## src/rtl/rv32_run_monitor.sv

```systemverilog
// Execution monitor for the rv32i multicycle core: flags loops of any period up to
// MAX_PERIOD and optional instruction/cycle limits, with a sticky halt and counters.
module rv32_run_monitor #(
    parameter int unsigned PC_W       = 32,
    parameter int unsigned MAX_PERIOD = 4,
    parameter int unsigned LOOP_ITERS = 3,
    parameter int unsigned MAX_CYCLES = 0,
    parameter int unsigned MAX_INSTRS = 0
) (
    input  logic                              clk,
    input  logic                              rst,
    input  logic                              ena,
    input  logic                              clear,
    input  logic                              fetch_valid,
    input  logic [PC_W-1:0]                   fetch_pc,
    input  logic                              instruction_done,
    output logic                              halt,
    output logic [1:0]                        halt_reason,
    output logic [$clog2(MAX_PERIOD+1)-1:0]   loop_period,
    output logic [PC_W-1:0]                   loop_pc,
    output logic [31:0]                       cycles,
    output logic [31:0]                       instructions
);

    localparam int unsigned PER_W = $clog2(MAX_PERIOD + 1);
    localparam int unsigned FILL_W = $clog2(MAX_PERIOD + 1);
    localparam int unsigned MAX_M = MAX_PERIOD * LOOP_ITERS;
    localparam int unsigned M_W = (MAX_M < 1) ? 1 : $clog2(MAX_M + 1);

    localparam logic [1:0] REASON_NONE  = 2'd0;
    localparam logic [1:0] REASON_LOOP  = 2'd1;
    localparam logic [1:0] REASON_INSTR = 2'd2;
    localparam logic [1:0] REASON_CYCLE = 2'd3;

    logic [PC_W-1:0]   hist_q [MAX_PERIOD];
    logic [PC_W-1:0]   hist_d [MAX_PERIOD];
    logic [M_W-1:0]    m_q    [MAX_PERIOD];
    logic [M_W-1:0]    m_d    [MAX_PERIOD];
    logic [FILL_W-1:0] fill_q, fill_d;
    logic              halt_q, halt_d;
    logic [1:0]        reason_q, reason_d;
    logic [PER_W-1:0]  period_q, period_d;
    logic [PC_W-1:0]   loop_pc_q, loop_pc_d;
    logic [31:0]       cycles_q, cycles_d;
    logic [31:0]       instrs_q, instrs_d;

    logic              loop_hit;
    logic [PER_W-1:0]  hit_period;
    logic              instr_hit;
    logic              cycle_hit;
    logic [M_W-1:0]    tgt;

    // Next-state: clear beats everything, halt freezes, otherwise count and detect.
    always_comb begin
        hist_d     = hist_q;
        m_d        = m_q;
        fill_d     = fill_q;
        halt_d     = halt_q;
        reason_d   = reason_q;
        period_d   = period_q;
        loop_pc_d  = loop_pc_q;
        cycles_d   = cycles_q;
        instrs_d   = instrs_q;
        loop_hit   = 1'b0;
        hit_period = '0;
        instr_hit  = 1'b0;
        cycle_hit  = 1'b0;
        tgt        = '0;

        if (clear) begin
            hist_d    = '{default: '0};
            m_d       = '{default: '0};
            fill_d    = '0;
            halt_d    = 1'b0;
            reason_d  = REASON_NONE;
            period_d  = '0;
            loop_pc_d = '0;
            cycles_d  = '0;
            instrs_d  = '0;
        end else if (!halt_q) begin
            cycles_d = cycles_q + 32'd1;
            if (instruction_done) begin
                instrs_d = instrs_q + 32'd1;
            end

            if (fetch_valid) begin
                // m[k] counts consecutive fetches equal to the one k fetches back.
                for (int k = 0; k < int'(MAX_PERIOD); k++) begin
                    tgt = M_W'((k + 1) * int'(LOOP_ITERS));
                    if (fill_q >= FILL_W'(k + 1) && fetch_pc == hist_q[k]) begin
                        if (m_q[k] != tgt) begin
                            m_d[k] = m_q[k] + M_W'(1);
                        end
                        if (m_d[k] == tgt && !loop_hit) begin
                            loop_hit   = 1'b1;
                            hit_period = PER_W'(k + 1);
                        end
                    end else begin
                        m_d[k] = '0;
                    end
                end

                hist_d[0] = fetch_pc;
                for (int i = 1; i < int'(MAX_PERIOD); i++) begin
                    hist_d[i] = hist_q[i-1];
                end
                if (fill_q != FILL_W'(MAX_PERIOD)) begin
                    fill_d = fill_q + FILL_W'(1);
                end
            end

            instr_hit = (MAX_INSTRS != 0) && instruction_done && (instrs_d == 32'(MAX_INSTRS));
            cycle_hit = (MAX_CYCLES != 0) && (cycles_d == 32'(MAX_CYCLES));

            if (loop_hit) begin
                halt_d    = 1'b1;
                reason_d  = REASON_LOOP;
                period_d  = hit_period;
                loop_pc_d = fetch_pc;
            end else if (instr_hit) begin
                halt_d   = 1'b1;
                reason_d = REASON_INSTR;
            end else if (cycle_hit) begin
                halt_d   = 1'b1;
                reason_d = REASON_CYCLE;
            end
        end
    end

    always_ff @(posedge clk or posedge rst) begin
        if (rst) begin
            hist_q    <= '{default: '0};
            m_q       <= '{default: '0};
            fill_q    <= '0;
            halt_q    <= 1'b0;
            reason_q  <= REASON_NONE;
            period_q  <= '0;
            loop_pc_q <= '0;
            cycles_q  <= '0;
            instrs_q  <= '0;
        end else if (ena) begin
            hist_q    <= hist_d;
            m_q       <= m_d;
            fill_q    <= fill_d;
            halt_q    <= halt_d;
            reason_q  <= reason_d;
            period_q  <= period_d;
            loop_pc_q <= loop_pc_d;
            cycles_q  <= cycles_d;
            instrs_q  <= instrs_d;
        end
    end

    assign halt         = halt_q;
    assign halt_reason  = reason_q;
    assign loop_period  = period_q;
    assign loop_pc      = loop_pc_q;
    assign cycles       = cycles_q;
    assign instructions = instrs_q;

endmodule

```

## config.mk

```make
export PLATFORM = sky130hd
export DESIGN_NAME = rv32_run_monitor
export DESIGN_NICKNAME = d
export VERILOG_FILES = /design/src/rtl/rv32_run_monitor.sv
export SDC_FILE = /design/constraint.sdc
export NUM_CORES = 1
export LEC_CHECK = 0
export ABC_CLOCK_PERIOD_IN_PS = 17550
export CAP_MARGIN = 20
export CORE_UTILIZATION = 50
export CTS_BUF_LIST = sky130_fd_sc_hd__clkbuf_8
export CTS_CLUSTER_SIZE = 20
export DETAILED_ROUTE_END_ITERATION = 10
export GPL_ROUTABILITY_DRIVEN = 0
export GPL_TIMING_DRIVEN = 0
export PLACE_DENSITY = 0.72
export SLEW_MARGIN = 0
export SYNTH_ARGS = -nofsm -noshare
export SYNTH_HDL_FRONTEND = slang
export SYNTH_SLANG_ARGS = --single-unit
export TNS_END_PERCENT = 5
```

## constraint.sdc

```tcl
create_clock -name clk -period 17.55 [get_ports clk]
set_input_delay 4.3875 -clock clk [delete_from_list [all_inputs] [get_ports clk]]
set_output_delay 4.3875 -clock clk [all_outputs]
set_load 0.005 [all_outputs]
```

== Word-level counts from Yosys, hierarchy flattened ==
Index checks and enable logic that the tools add are counted.
Cells by class
  reduce and logical (&&, ||, !) cells: 19
  add/subtract/negate cells: 7
  bitwise operators: 0
  shift-type cells: 0
  div/mod/pow operators: 0
  magnitude comparators: 4
  multiply operators: 0
  multiplexer cells: 80
  equality and inequality tests: 14
Operators with widths (count)
  128-bit two-way mux: 3
  32-bit two-way mux: 8
  32-bit equality test: 4
  4-bit two-way mux: 24
  32-bit by 1-bit adder with 32-bit output, second input constant: 2
  16-bit two-way mux: 3
  3-bit two-way mux: 14
  1-bit two-way mux: 25
  4-bit by 1-bit adder with 4-bit output, second input constant: 4
  3-bit AND reduction: 3
  4-bit equality test, second input constant: 2
  4-bit != test, second input constant: 2
  2-bit nonzero test: 4
  1-bit logical AND: 7
  3-bit by 2-bit >= comparator with 1-bit output, second input constant: 2
  2-bit two-way mux: 3
  4-bit by 2-bit equality test with 1-bit output, second input constant: 1
  4-bit by 3-bit equality test with 1-bit output, second input constant: 1
  4-bit by 2-bit != test with 1-bit output, second input constant: 1
  4-bit by 3-bit != test with 1-bit output, second input constant: 1
  4-bit AND reduction: 1
  3-bit by 1-bit adder with 3-bit output, second input constant: 1
  3-bit by 1-bit >= comparator with 1-bit output, second input constant: 1
  3-bit >= comparator, second input constant: 1
  other kinds (4): 6
Word-level totals
  bits in registers: 249
  memory bits (writable): 0
  logic and storage cells: 139
  input bits: 38
  bits in latches: 0
  memories kept: 0
  ROM bits: 0

== Depth between registers and ports, before layout ==
  depth after elaboration: 36
  mapped depth: 10

== Least setup slack after synthesis ==
No wires, ideal clock.
  path kind: input port to flip-flop
  from: input fetch_pc[18]
  to: register loop_pc_q[0] (netlist: loop_pc[0])
  setup slack: 11176 ps
  cell stages on the path: 9
  arrival: 6253 ps
  path buffers: 2
  data required time: 17429 ps
  library setup time: 121 ps
  cell sequence: clkbuf_1 > xnor2_1 > or4b_1 > nor4_1 > nand4_1 > o2111ai_1 > nand3_2 > buf_2 > a32o_2
On the way
  word-level cells in the longest chain between the ends: 29
  elaborated cells on any way between the ends: 35
  those cells by class: eq/ne: 4; mux: 19; reduce/logical: 12
Ends and longest elaborated chain
  start, declared: RTL line 15  | input logic [PC_W-1:0] fetch_pc,
  32-bit equality test: RTL line 90  | if (fill_q >= FILL_W'(k + 1) && fetch_pc == hist_q[k]) begin
  1-bit logical AND: RTL line 90
  1-bit two-way mux: RTL line 90
  1-bit two-way mux: RTL line 86  | if (fetch_valid) begin
  1-bit two-way mux: RTL line 80  | end else if (!halt_q) begin
  1-bit two-way mux: RTL line 70  | if (clear) begin
  1-bit logical NOT: RTL line 94  | if (m_d[k] == tgt && !loop_hit) begin
  1-bit logical AND: RTL line 94
  [13 not listed]
  1-bit logical AND: RTL line 94
  1-bit two-way mux: RTL line 94
  1-bit two-way mux (*): RTL line 90
  1-bit two-way mux (*): RTL line 86
  1-bit two-way mux (*): RTL line 80
  1-bit two-way mux (*): RTL line 70
  2-bit nonzero test (no source line) (*)
  3-bit AND reduction (no source line) (*)
  end signal, assigned: RTL line 148  | loop_pc_q <= loop_pc_d;
  end, declared: RTL line 43  | logic [PC_W-1:0] loop_pc_q, loop_pc_d;
Every way passes the cells marked *; elsewhere a longest branch is shown, timed or not. The select of a mux whose other input is x is not followed.
A chain may end at the register's enable or synchronous reset.

== Worst setup path in the final report ==
  from: input clear
  to: register hist_q[0] in the netlist's numbering
On the way
  word-level cells in the longest chain between the ends: 2
  elaborated cells on any way between the ends: 4
  those cells by class: eq/ne: 1; mux: 1; reduce/logical: 2
Ends and longest elaborated chain
  start, declared: RTL line 13  | input logic clear,
  2-bit != test (no source line) or 2-bit nonzero test (tied branches)
  3-bit AND reduction (no source line)
  end signal, assigned: RTL line 142  | hist_q <= hist_d;
  end, declared: RTL line 35  | logic [PC_W-1:0] hist_q [MAX_PERIOD];
Parallel ways exist; a longest one is shown, timed or not.

==> metrics <==
run status complete, no violations; Vias/cell 5.99; Cells after Synth roughly 1100; Worst Hold Endpoint loop_period[0]; pin count of the biggest net entering global routing 97; HP Start loop_period[0]; initial antenna violation count 0; PostCTS Resize Cnt 0; arrival time of the worst setup path 7.33 ns; Synth Net Count ~1100; CTS HTree Levels 2; Post-CTS Setup Inserts 0; layout cells sized above 1 0.0938; sequential area share after synthesis 0.516; Inst Count DP 1514; Slew Limit Headroom 0.397; # nets final 1290; Layout Cells excl Fill between 1500 and 2000; Initial Utilization 0.511; CP Capture Type flop; Cell variety after synth 64; RSZ-0062 raised after global routing no; overall routing resource usage 0.277; vias around 9500; max-cap viol count 0; Clock Path Buffers 3; #FFs+latches synth approximately 250; pins over their slew limit 0; clk sinks ~250; Port Buf Inserts approximately 110; vias in the first global route between 9000 and 10000; Avg Inst Size Synth about 11 um2; most frequent CP cell clkbuf_1; Clock Skew approximately 0.047 ns; r2r startpoint hist_q[87]; synthesized area between 10000 and 15000 um2; post-route minimum period 6.85 ns; final hold violations 0; Overall Power ~1300 uW; worst reg-to-reg path cell count 8; DIE HEIGHT around 160 um; clock-pin slew on the worst setup and hold paths around 0.05 ns; first-pass GRT wire length around 52000 um; Buf+Inv Stages, Crit Path 5; # IOs between 100 and 150; kind of critical path input port to flop; Post-route DRC 0; peak supply drop 0.0000860 V; Tcrit/Tclk final 0.390; leakage ~0.0063 uW; area grow syn2layout 19.9%; async set or reset register ratio after synthesis 1.00; ANT nets after route 0; first drt pass iteration count 5; multi-input logic area 5420 um2; CTS tree done; antenna cell count 0; worst-path fanout max 10; filler cell count ~1900; most frequent cells in the layout dfrtp_1 (248), a22o_1 (131), xnor2_1 (120); Hold Path Stages 1; warnings from Yosys 0; fmax between 100 and 150 MHz; worst slew pin tran 0.896 ns; most common cell after layout, fill and taps aside dfrtp_1; core area approximately 24000 um2; HPWL after DPL between 20000 and 25000 um; Max stage delay on crit path ~0.57 ns; Die ar. 24700 um2; number of synthesized flops with an enable pin 0; Wirelength per Cell ~21 um; Worst setup SP type input port; most used flip-flop cell after synthesis dfrtp_1; setup_tns 0 ns; CTS Hold Buffers Added 0; Crit path required time ~18 ns; crit path cell chain clkdlybuf4s50_1, clkbuf_1, nor3b_1, and2_1, clkbuf_1, clkbuf_1, clkbuf_1, a22o_1; R2R setup slack approximately 14 ns; Die W 157 um; final setup fails 0; Top delay family on crit path buffers and inverters; Root Buffer Master clkbuf_8; Total Wirelength between 30000 and 40000 um; Storage cell area about 6200 um2; reg2reg end loop_pc[6]; end-of-flow core utilization 0.613; worst skew pair latency about 0.57 ns; worst min path class flop to flop; DRT iter0 DRCs roughly 700; cts bufs inserted 43; Row Count 56; GR Overflow Total 0; PD cells about 88 nW/um2; crit path max-delay cell type clkbuf_1
-- cell families (layout without fill, tap and decap cells) --
| group | after synthesis | in the layout | share of synthesized area |
|---|---|---|---|
| adders and majority gates | 12 | 12 | 0.0125 |
| DFF | 248 | 248 | 0.516 |
| AOI/OAI and AO/OA | 244 | 244 | 0.168 |
| xor gates and xnor gates | 178 | 178 | 0.130 |
| other | 1 | 1 | 0.000312 |
| buffers and inverters | 95 | 277 | 0.0337 |
| muxes | 3 | 3 | 0.00281 |
| and+or+nand+nor | 306 | 306 | 0.138 |
-- how the worst max path moves through the flow --
stage / from / endpoint / slack [ns] / cells after the start
floorplan: rst / cycles[0] / 6.35 / 1
global placement: rst / loop_pc[20] / 3.09 / 2
detailed placement: clear / hist_q[0] / 10.23 / 8
CTS: clear / hist_q[0] / 10.80 / 8
global route: clear / hist_q[62] / 10.60 / 8
finish: clear / hist_q[0] / 10.70 / 8
-- flip-flops by register name (all words and copies together), names as in the netlist --
name / count
cycles: 32
fill_q: 3
halt: 1
halt_reason: 1
hist_q: 128
instructions: 32
loop_pc: 32
loop_period: 3
m_q: 16
-- cells in the mapped netlist (2+ instances only) --
library cell,count,area [um2]
a211oi_1,2,15.0
a21oi_1,18,90.1
a22o_1,131,1150
a31o_1,3,26.3
a32o_2,31,349
and2_1,4,25.0
and3_1,7,43.8
and3b_1,2,17.5
and4_1,5,43.8
and4b_1,2,20.0
buf_1,2,7.51
buf_2,6,30.0
buf_6,5,56.3
clkbuf_1,69,259
dfrtp_1,248,6210
ha_1,12,150
inv_1,11,41.3
mux2_2,3,33.8
nand2_1,43,161
nand2b_1,8,50.1
nand3_1,36,180
nand3b_1,8,60.1
nand4_1,62,388
nor2_1,69,259
nor2b_1,10,62.6
nor3_1,11,55.1
nor4_1,13,81.3
nor4b_1,4,35.0
o2111ai_1,2,17.5
o211ai_1,2,15.0
o21a_1,2,15.0
o21ai_0,20,100
o21ai_1,13,65.1
o31ai_1,5,37.5
or3_1,13,81.3
xnor2_1,120,1050
xor2_1,58,508
-- metal layers --
metal / share of wire / up-vias / GRT usage
li1: - / 4280 / -
met1: 0.43 / 4780 / 0.378
met2: 0.47 / 375 / 0.444
met3: 0.065 / 85 / 0.0463
met4: 0.039 / 0 / 0.110
met5: 0 / - / 0
-- cell type report --
| cell class | count | share of cell area |
|---|---|---|
| Tap cell | 319 | 0.0277 |
| Multi-Input combinational cell | 744 | 0.376 |
| Buffer | 83 | 0.0250 |
| Clock buffer | 53 | 0.0505 |
| Inverter | 12 | 0.00364 |
| Clock inverter | 21 | 0.0102 |
| Sequential cell | 248 | 0.430 |
| Timing Repair Buffer | 108 | 0.0773 |
-- report_power, final --
group	total [uW]	switching [uW]	internal (uW)
registers	604	17.6	587
clock network	541	240	302
logic	122	79.3	42.8
-- stage by stage --
step / area, um2 / worst slack, ns / hold slack [ns]
final: 14400 / 10.70 / 0.497
after global routing: 14400 / 10.60 / 0.519
after CTS: 14400 / 10.80 / 0.506
after detailed placement: 13600 / 10.23 / 0.493
after global placement: 13500 / 3.09 / 0.496
after floorplan: 12000 / 6.35 / 0.493
Power figures use the tool's default switching activity.
